[config.mk]
export PLATFORM = sky130hd
export DESIGN_NAME = i2c_master_reg_seq
export DESIGN_NICKNAME = d
export VERILOG_FILES = /design/src/rtl/i2c_seq_pkg.sv /design/src/rtl/i2c_seq_timeout.sv /design/src/rtl/i2c_master_reg_seq.sv
export SDC_FILE = /design/constraint.sdc
export NUM_CORES = 1
export LEC_CHECK = 0
export CORE_MARGIN = 8
export CORE_UTILIZATION = 40
export DETAILED_ROUTE_END_ITERATION = 7
export GPL_TIMING_DRIVEN = 1
export PLACE_DENSITY = 0.65
export SYNTH_ARGS = -nofsm -noshare
export SYNTH_HDL_FRONTEND = slang
export SYNTH_SLANG_ARGS = --single-unit
[constraint.sdc]
create_clock -name clk -period 6.3 [get_ports clk]
set_input_delay 1.89 -clock clk [delete_from_list [all_inputs] [get_ports clk]]
set_output_delay 1.89 -clock clk [all_outputs]
set_load 0.01 [all_outputs]
[src/rtl/i2c_seq_pkg.sv]
// Shared types and helpers for the I2C register-transaction sequencer.
// Holds the FSM states, the byte-controller command bundle and the address-byte builder.
package i2c_seq_pkg;

  typedef enum logic [3:0] {
    IDLE,
    DEV_W,
    REG_HI,
    REG_LO,
    DEV_R,
    WDATA,
    RDATA,
    STOP,
    DONE
  } state_e;

  localparam logic I2C_WR_BIT = 1'b0;
  localparam logic I2C_RD_BIT = 1'b1;

  typedef struct packed {
    logic       start;
    logic       stop;
    logic       read;
    logic       write;
    logic       ack_in;
    logic [7:0] din;
  } bc_cmd_t;

  localparam bc_cmd_t BC_CMD_NONE = '0;

  function automatic logic [7:0] addr_byte(input logic [6:0] dev, input logic rw);
    return {dev, rw};
  endfunction

endpackage

[src/rtl/i2c_seq_timeout.sv]
// Saturating wait counter for one outstanding byte-controller command.
// hit_o fires in the cycle whose edge brings the count up to LIMIT; LIMIT=0 disables it.
module i2c_seq_timeout #(
  parameter int unsigned LIMIT = 65535
) (
  input  logic clk,
  input  logic rst,
  input  logic clr_i,
  input  logic en_i,
  output logic hit_o
);

  localparam int unsigned CW = (LIMIT > 0) ? $clog2(LIMIT + 1) : 1;

  logic [CW-1:0] cnt_q;

  always_ff @(posedge clk) begin
    if (rst || clr_i) begin
      cnt_q <= '0;
    end else if (en_i && (cnt_q != CW'(LIMIT))) begin
      cnt_q <= cnt_q + CW'(1);
    end
  end

  if (LIMIT == 0) begin : g_off
    assign hit_o = 1'b0;
  end else begin : g_on
    assign hit_o = en_i && (cnt_q == CW'(LIMIT - 1));
  end

endmodule

[src/rtl/i2c_master_reg_seq.sv]
// Expands single-register read/write requests into byte-controller command sequences
// and returns one response (read data or NACK / arbitration-lost / timeout) per request.
module i2c_master_reg_seq
  import i2c_seq_pkg::*;
#(
  parameter int          ADDR_BYTES = 1,
  parameter int unsigned TIMEOUT    = 65535
) (
  input  logic        clk,
  input  logic        rst,
  input  logic        req_valid,
  output logic        req_ready,
  input  logic        req_rnw,
  input  logic [6:0]  req_dev,
  input  logic [15:0] req_reg,
  input  logic [7:0]  req_wdata,
  output logic        rsp_valid,
  output logic [7:0]  rsp_rdata,
  output logic        rsp_rnw,
  output logic        rsp_nack,
  output logic        rsp_al,
  output logic        rsp_tmo,
  output logic        busy,
  output logic        bc_start,
  output logic        bc_stop,
  output logic        bc_read,
  output logic        bc_write,
  output logic        bc_ack_in,
  output logic [7:0]  bc_din,
  input  logic        bc_cmd_ack,
  input  logic        bc_ack_out,
  input  logic [7:0]  bc_dout,
  input  logic        bc_al,
  output logic        bc_rst
);

  if ((ADDR_BYTES != 1) && (ADDR_BYTES != 2)) begin : g_bad_addr_bytes
    $error("i2c_master_reg_seq: ADDR_BYTES must be 1 or 2");
  end

  state_e      state_q, state_d;
  bc_cmd_t     cmd_q, cmd_d;
  logic        rnw_q, rnw_d;
  logic [6:0]  dev_q, dev_d;
  logic [15:0] reg_q, reg_d;
  logic [7:0]  wdata_q, wdata_d;
  logic [7:0]  rdata_q, rdata_d;
  logic        nack_q, nack_d;
  logic        al_q, al_d;
  logic        tmo_q, tmo_d;
  logic        bc_rst_q, bc_rst_d;
  logic        in_cmd;
  logic        tmo_hit;

  assign in_cmd = (state_q != IDLE) && (state_q != DONE);

  // The count restarts whenever a fresh command is loaded (acceptance or any ack).
  i2c_seq_timeout #(
    .LIMIT(TIMEOUT)
  ) u_timeout (
    .clk   (clk),
    .rst   (rst),
    .clr_i ((state_q == IDLE) || bc_cmd_ack),
    .en_i  (in_cmd),
    .hit_o (tmo_hit)
  );

  always_comb begin
    // NOTE: every variable assigned here gets a default first so no path can infer a latch.
    state_d  = state_q;
    rnw_d    = rnw_q;
    dev_d    = dev_q;
    reg_d    = reg_q;
    wdata_d  = wdata_q;
    rdata_d  = rdata_q;
    nack_d   = nack_q;
    al_d     = al_q;
    tmo_d    = tmo_q;
    bc_rst_d = 1'b0;

    unique case (state_q)
      IDLE: begin
        if (req_valid) begin
          state_d = DEV_W;
          rnw_d   = req_rnw;
          dev_d   = req_dev;
          reg_d   = req_reg;
          wdata_d = req_wdata;
          rdata_d = '0;
          nack_d  = 1'b0;
          al_d    = 1'b0;
          tmo_d   = 1'b0;
        end
      end
      DONE: state_d = IDLE;
      default: begin
        // Priority: arbitration loss, then ack, then timeout.
        if (bc_al) begin
          state_d = DONE;
          al_d    = 1'b1;
        end else if (bc_cmd_ack) begin
          case (state_q)
            DEV_W: begin
              if (bc_ack_out) begin
                state_d = STOP;
                nack_d  = 1'b1;
              end else begin
                state_d = (ADDR_BYTES == 2) ? REG_HI : REG_LO;
              end
            end
            REG_HI: begin
              state_d = bc_ack_out ? STOP : REG_LO;
              nack_d  = bc_ack_out;
            end
            REG_LO: begin
              if (bc_ack_out) begin
                state_d = STOP;
                nack_d  = 1'b1;
              end else begin
                state_d = rnw_q ? DEV_R : WDATA;
              end
            end
            DEV_R: begin
              state_d = bc_ack_out ? STOP : RDATA;
              nack_d  = bc_ack_out;
            end
            WDATA: begin
              // Stop already went out with the data byte, so a NACK ends here.
              state_d = DONE;
              nack_d  = bc_ack_out;
            end
            RDATA: begin
              state_d = DONE;
              rdata_d = bc_dout;
            end
            default: state_d = DONE;
          endcase
        end else if (tmo_hit) begin
          state_d  = DONE;
          tmo_d    = 1'b1;
          bc_rst_d = 1'b1;
        end
      end
    endcase
  end

  // Command bits follow the next state, so they change on the very edge of the ack.
  always_comb begin
    cmd_d = BC_CMD_NONE;
    case (state_d)
      DEV_W: begin
        cmd_d.start = 1'b1;
        cmd_d.write = 1'b1;
        cmd_d.din   = addr_byte(dev_d, I2C_WR_BIT);
      end
      REG_HI: begin
        cmd_d.write = 1'b1;
        cmd_d.din   = reg_d[15:8];
      end
      REG_LO: begin
        cmd_d.write = 1'b1;
        cmd_d.din   = reg_d[7:0];
      end
      DEV_R: begin
        cmd_d.start = 1'b1;
        cmd_d.write = 1'b1;
        cmd_d.din   = addr_byte(dev_d, I2C_RD_BIT);
      end
      WDATA: begin
        cmd_d.write = 1'b1;
        cmd_d.stop  = 1'b1;
        cmd_d.din   = wdata_d;
      end
      RDATA: begin
        cmd_d.read   = 1'b1;
        cmd_d.stop   = 1'b1;
        cmd_d.ack_in = 1'b1;
      end
      STOP: cmd_d.stop = 1'b1;
      default: cmd_d = BC_CMD_NONE;
    endcase
  end

  always_ff @(posedge clk) begin
    // NOTE: state registers use non-blocking assignments so every flop samples pre-edge values.
    if (rst) begin
      state_q  <= IDLE;
      cmd_q    <= BC_CMD_NONE;
      rnw_q    <= 1'b0;
      dev_q    <= '0;
      reg_q    <= '0;
      wdata_q  <= '0;
      rdata_q  <= '0;
      nack_q   <= 1'b0;
      al_q     <= 1'b0;
      tmo_q    <= 1'b0;
      bc_rst_q <= 1'b0;
    end else begin
      state_q  <= state_d;
      cmd_q    <= cmd_d;
      rnw_q    <= rnw_d;
      dev_q    <= dev_d;
      reg_q    <= reg_d;
      wdata_q  <= wdata_d;
      rdata_q  <= rdata_d;
      nack_q   <= nack_d;
      al_q     <= al_d;
      tmo_q    <= tmo_d;
      bc_rst_q <= bc_rst_d;
    end
  end

  assign req_ready = (state_q == IDLE);
  assign busy      = (state_q != IDLE);
  assign rsp_valid = (state_q == DONE);
  assign rsp_rdata = rdata_q;
  assign rsp_rnw   = rnw_q;
  assign rsp_nack  = nack_q;
  assign rsp_al    = al_q;
  assign rsp_tmo   = tmo_q;
  assign bc_start  = cmd_q.start;
  assign bc_stop   = cmd_q.stop;
  assign bc_read   = cmd_q.read;
  assign bc_write  = cmd_q.write;
  assign bc_ack_in = cmd_q.ack_in;
  assign bc_din    = cmd_q.din;
  assign bc_rst    = bc_rst_q;

endmodule

Word-level counts from Yosys, hierarchy flattened
Cells that the tools add are included.
{"block": "classes", "add_sub_neg": 1, "multipliers": 0, "div_mod_pow": 0, "order_cmp": 0, "eq_ne": 21, "n_shift": 0, "n_mux": 39, "n_bitwise": 1, "n_reduce_logical": 24}
{"operator": "8-bit 2-to-1 mux", "count": 6}
{"operator": "8-bit one-hot mux with 5 select lines", "count": 1}
{"operator": "16-bit 2-to-1 mux", "count": 2}
{"operator": "4-bit by 3-bit == test with 1-bit output (second input constant)", "count": 7}
{"operator": "16-bit by 1-bit adder with 16-bit output (second input constant)", "count": 1}
{"operator": "16-bit == test (second input constant)", "count": 1}
{"operator": "4-bit by 2-bit == test with 1-bit output (second input constant)", "count": 4}
{"operator": "4-bit 2-to-1 mux", "count": 4}
{"operator": "16-bit != test (second input constant)", "count": 1}
{"operator": "8-bit one-hot mux with 2 select lines", "count": 1}
{"operator": "1-bit 2-to-1 mux", "count": 15}
{"operator": "7-bit 2-to-1 mux", "count": 2}
{"operator": "4-bit one-hot mux with 3 select lines", "count": 1}
{"operator": "5-bit AND reduction", "count": 2}
{"operator": "5-bit OR reduction", "count": 2}
{"operator": "4-bit by 1-bit == test with 1-bit output (second input constant)", "count": 2}
{"operator": "1-bit one-hot mux with 2 select lines", "count": 4}
{"operator": "4-bit one-hot mux with 2 select lines", "count": 1}
{"operator": "2-bit nonzero test", "count": 4}
{"operator": "2-bit != test (second input constant)", "count": 3}
{"operator": "6-bit AND reduction", "count": 1}
{"operator": "2-bit OR reduction", "count": 3}
{"operator": "3-bit OR reduction", "count": 2}
{"operator": "4-bit == test (second input constant)", "count": 1}
{"operator": "other kinds (12)", "count": 15}
{"block": "word_totals", "ff_bits": 76, "latch_bits": 0, "mem_bits_rw": 0, "romBits": 0, "in_bits": 46, "out_inout_bits": 29, "mem_count": 0}

Logic depth before layout (Yosys ltp)
{"block": "logic_depth", "depth_word": 10, "ltp_mapped": 9}

Hierarchy
A second synthesis with hierarchy kept.
{"block": "hier_totals", "cells_unflattened": 419, "area_unflattened_um2": 3495.9}
{"mod": "i2c_master_reg_seq", "n_inst": 1, "cells_each": 316, "area_per_inst_um2": 2630.0}
{"mod": "i2c_seq_timeout", "n_inst": 1, "cells_each": 103, "area_per_inst_um2": 865.8}

Worst setup path after synthesis
OpenSTA, ideal clock, no wires.
{"block": "synth_path", "path_kind": "input -> register", "start": "in bc_cmd_ack", "end": "reg cmd_q (netlist bit bc_start)", "arrival_ns": 3.326, "path_slack_ns": 2.874, "path_stages": 7, "n_path_buf": 1, "cell_sequence": "nand4b_1 or4_4 o211a_2 buf_6 o21ai_4 nand2_2 a2111oi_4"}
{"block": "synth_via", "elab_chain_cells": 6, "word_cells_on_any_way": 7, "classes_between": "2 x eq/ne; 4 x mux; 1 x reduce/logical"}
{"element": "from (decl)", "line_no": "i2c_master_reg_seq.sv:30", "text": "input logic bc_cmd_ack,"}
{"element": "4-bit 2-to-1 mux (*)", "line_no": "i2c_master_reg_seq.sv:101", "text": "end else if (bc_cmd_ack) begin"}
{"element": "4-bit 2-to-1 mux (*)", "line_no": "i2c_master_reg_seq.sv:98", "text": "if (bc_al) begin"}
{"element": "4-bit one-hot mux with 2 select lines (*)", "line_no": "i2c_master_reg_seq.sv:81", "text": "unique case (state_q)"}
{"element": "4-bit by 3-bit == test with 1-bit output / 4-bit by 1-bit == test with 1-bit output (equally long branches)", "line_no": "i2c_master_reg_seq.sv:150", "text": "case (state_d)"}
{"element": "2-bit OR reduction (no source line) (*)"}
{"element": "1-bit 2-to-1 mux (*)", "line_no": "i2c_master_reg_seq.sv:150"}
{"element": "to (signal assigned)", "line_no": "i2c_master_reg_seq.sv:200", "text": "cmd_q <= cmd_d;"}
{"element": "to (decl)", "line_no": "i2c_master_reg_seq.sv:42", "text": "bc_cmd_t cmd_q, cmd_d;"}
Mark *: on every way between the ends. The rest lies on a longest branch, timed or not.
A chain may end at the register's enable or synchronous reset.

Worst setup path after layout
{"block": "layout_path", "start": "in bc_cmd_ack", "end": "reg cmd_q (netlist bit bc_din[5])"}
{"block": "layout_via", "elab_chain_cells": 5, "word_cells_on_any_way": 9, "classes_between": "5 x eq/ne; 4 x mux"}
{"element": "4-bit 2-to-1 mux (*)", "line_no": "i2c_master_reg_seq.sv:101"}
{"element": "4-bit 2-to-1 mux (*)", "line_no": "i2c_master_reg_seq.sv:98"}
{"element": "4-bit one-hot mux with 2 select lines (*)", "line_no": "i2c_master_reg_seq.sv:81"}
{"element": "4-bit by 3-bit == test with 1-bit output, or another cell as far along", "line_no": "i2c_master_reg_seq.sv:150"}
{"element": "8-bit one-hot mux with 5 select lines (*)", "line_no": "i2c_master_reg_seq.sv:150"}
Marks and branches as above.

==> impl_metrics.env <==
export IMPL_cpPeakStageDelay_ns=0.67
export IMPL_holdPathEnd="reg_q[12]$_SDFF_PP0_"
export IMPL_synthesis_nets=466
export IMPL_hold_buffers=0
export IMPL_syn_inst=418
export IMPL_final_util_pct=52.3
export IMPL_fin_tns_setup_ns=0
export IMPL_wl_microns=8880
export IMPL_drtPass1Iterations=4
export IMPL_ios=75
export IMPL_yosys_area_top_type="dfxtp_1"
export IMPL_path_cells="clkdlybuf4s50_1 > nand4b_1 > nor4_2 > nor2_1 > a21o_1 > o311ai_2 > a31oi_1"
export IMPL_drv_slew=0
export IMPL_hold_depth=2
export IMPL_avgSynthCellArea_sq_um=8.41
export IMPL_hp_class="reg2reg"
export IMPL_grt_pass1_vias=3008
export IMPL_post_cts_buffers=0
export IMPL_die_area_sq_um=12000
export IMPL_rsz0062_at_grt="no"
export IMPL_drv_cap=0
export IMPL_crit_type="in2reg"
export IMPL_ys_types=61
export IMPL_r2r_setup_slack_ns=3.47
export IMPL_synth_edf_count=0
export IMPL_slowest_stage="clkdlybuf4s50_1"
export IMPL_ys_seq_elements=76
export IMPL_synth_top_cell_area_share_pct=43.3
export IMPL_max_freq_ghz=0.235
export IMPL_gp_congestion=0.827
export IMPL_hold_viol=0
export IMPL_drcViolationCount=0
export IMPL_cts_resized=0
export IMPL_root_buffer="clkbuf_8"
export IMPL_reg2reg_from="state_q[1]$_SDFF_PP0_"
export IMPL_fp_dieW_microns=110
export IMPL_min_period_over_period_pct=67.7
export IMPL_min_from="reg_q[12]$_SDFF_PP0_"
export IMPL_clkSinkCount=76
export IMPL_cts_buffers=9
export IMPL_cp_required_ns=6.50
export IMPL_regToRegEndpoint="bc_din[1]$_SDFF_PP0_"
export IMPL_nets=524
export IMPL_grt_use_met2_pct=22.9
export IMPL_worst_setup_path_start_kind="input port"
export IMPL_cp_num_buf_inv=1
export IMPL_cts_buffer_depth=2
export IMPL_gr_total_overflow=0
export IMPL_seq_area_frac_synth_pct=43.3
export IMPL_grt_pass1_wl_microns=14700
export IMPL_synth_area_leaders="dfxtp_1, nand2_1, a21oi_1"
export IMPL_grt_usage_pct=15.2
export IMPL_antenna_found_initial=0
export IMPL_dp_hpwl_microns=6330
export IMPL_clkLatencyLatePin_ns=0.34
export IMPL_wl_per_cell_microns=15.1
export IMPL_viasPerCell=5.35
export IMPL_slew_headroom_pct=32.9
export IMPL_mappedNetlistArea_sq_um=3510
export IMPL_ys_flop_type="dfxtp_1"
export IMPL_grt_busiest_layer="met2"
export IMPL_grt_use_met3_pct=4.16
export IMPL_rows=34
export IMPL_peakVddDrop_v=0.000107
export IMPL_fillCellCount=834
export IMPL_grtUsageMet1_pct=20.3
export IMPL_drive_gt1_share_pct=7.48
export IMPL_drtAntennaViolNets=0
export IMPL_port_buffers=74
export IMPL_dpl_cell_count=573
export IMPL_crit_family="simple AND/OR/NAND/NOR gates"
export IMPL_cp_arrival_ns=4.47
export IMPL_grt_max_degree=51
export IMPL_syn_to_final_growth_pct=28.6
export IMPL_powerDensity_nw_per_um2=251
export IMPL_reg2regPathDepth=6
export IMPL_antenna_cells=0
export IMPL_critPathCaptureType="register"
export IMPL_die_h_microns=110
export IMPL_status="complete, no violations"
export IMPL_fin_crit_ns=4.26
export IMPL_cp_max_fo=16
export IMPL_cts_tree="done"
export IMPL_worst_slew_pin_slew_ns=1.00
export IMPL_cts_clk_slew_worst_paths_ns=0.08
export IMPL_skew_ns=0.00911
export IMPL_cts_max_level=3
export IMPL_leakage_uw=0.00157
export IMPL_vias=3153
export IMPL_drtIter0Drc=174
export IMPL_initial_core_util_pct=40.7
export IMPL_synthArstFlopShare_pct=0
export IMPL_stdcell_count=589
export IMPL_yosysWarnings=0
export IMPL_core_sq_um=8640
export IMPL_hold_ws_ns=0.456
export IMPL_setup_viol=0
## layout by cell type, fill, tap and decap left out, types with 8 or more instances in the layout
master / instances
nand2_1: 78
dfxtp_1: 76
clkdlybuf4s50_1: 73
a21oi_1: 44
nor2_1: 34
nand3_1: 27
or3_1: 13
mux2i_1: 9
clkbuf_8: 9
o211ai_1: 8
a211oi_1: 8
## layer usage
layer | part of all wire, % | up-vias
met3 | 4.5 | 8
met2 | 47 | 76
met1 | 48 | 1477
met4 | 1.1 | 0
met5 | 0 | -
li1 | - | 1592
## worst min-delay path: cells and delay by family (launching register included)
family / cells / cell delay (ns)
flops: 1 / 0.31
simple gates: 1 / 0.05
compound gates: 1 / 0.05
## registers in the layout, summed over array words and instances, names as in the netlist
name / flops
bc_ack_in: 1
bc_din: 8
bc_rst: 1
bc_start: 1
bc_stop: 1
bc_write: 1
dev_q: 7
reg_q: 16
rsp_al: 1
rsp_nack: 1
rsp_rdata: 8
rsp_rnw: 1
rsp_tmo: 1
state_q: 4
u_timeout.cnt_q: 16
wdata_q: 8
## Yosys cell counts (6+ instances only)
library cell,count
o21ai_0,7
nand2_1,78
xnor2_1,7
a211oi_1,8
o211ai_1,8
a31oi_1,7
dfxtp_1,76
nor2_1,34
nor3_1,6
buf_2,8
a21oi_1,44
mux2i_1,9
nand3_1,27
or3_1,13
clkbuf_1,13
## per-stage QoR
stage	total power [uW]	cell area (sq um)	setup slack [ns]
after detailed placement	665	4260	1.72
after global routing	1180	4520	1.80
after global placement	662	4260	1.83
final	1130	4520	2.04
after CTS	1150	4520	2.09
after floorplan	604	3510	2.87
## how the worst max path moves through the flow
stage	depth (start not counted)	slack, ns	startpoint	endpoint
6_report	7	2.04	bc_cmd_ack	bc_din[5]$_SDFF_PP0_
5_1_grt	7	1.80	bc_cmd_ack	bc_din[2]$_SDFF_PP0_
4_1_cts	7	2.09	bc_cmd_ack	bc_din[3]$_SDFF_PP0_
3_5_place_dp	7	1.72	bc_cmd_ack	bc_din[2]$_SDFF_PP0_
3_3_place_gp	7	1.83	bc_cmd_ack	bc_din[5]$_SDFF_PP0_
2_1_floorplan	7	2.87	bc_cmd_ack	bc_start$_SDFF_PP0_
## report_power, final
part	switching, uW	internal, uW	total, uW	leakage, uW
combinational	76.7	67.0	144	0.000821
clock	179	302	481	0.000133
sequential	10.6	499	509	0.000619
total	266	868	1130	0.00157
## cell families (layout without fill, tap and decap cells)
logic type,Yosys count,count (layout),synth area share [%]
AO/OA/AOI/OAI,95,95,19.4
XOR/XNOR,12,12,2.99
adder cells (fa/ha/maj),3,3,0.997
buffers and inverters,35,98,4.77
flip-flops,76,76,43.3
multiplexers,9,9,2.56
AND/OR/NAND/NOR,188,188,26.0
## area by class of cell
| type | instances | area (sq um) | share of cell area [%] |
|---|---|---|---|
| flip-flops and latches | 76 | 1520 | 33.7 |
| repair buffers | 76 | 751 | 16.6 |
| well taps | 108 | 135 | 2.99 |
| clock buffers | 9 | 124 | 2.74 |
| inverters | 6 | 22.5 | 0.498 |
| multi-input cells | 307 | 1830 | 40.4 |
| clock inverters | 7 | 139 | 3.07 |
(Power assumes the default switching activity.)
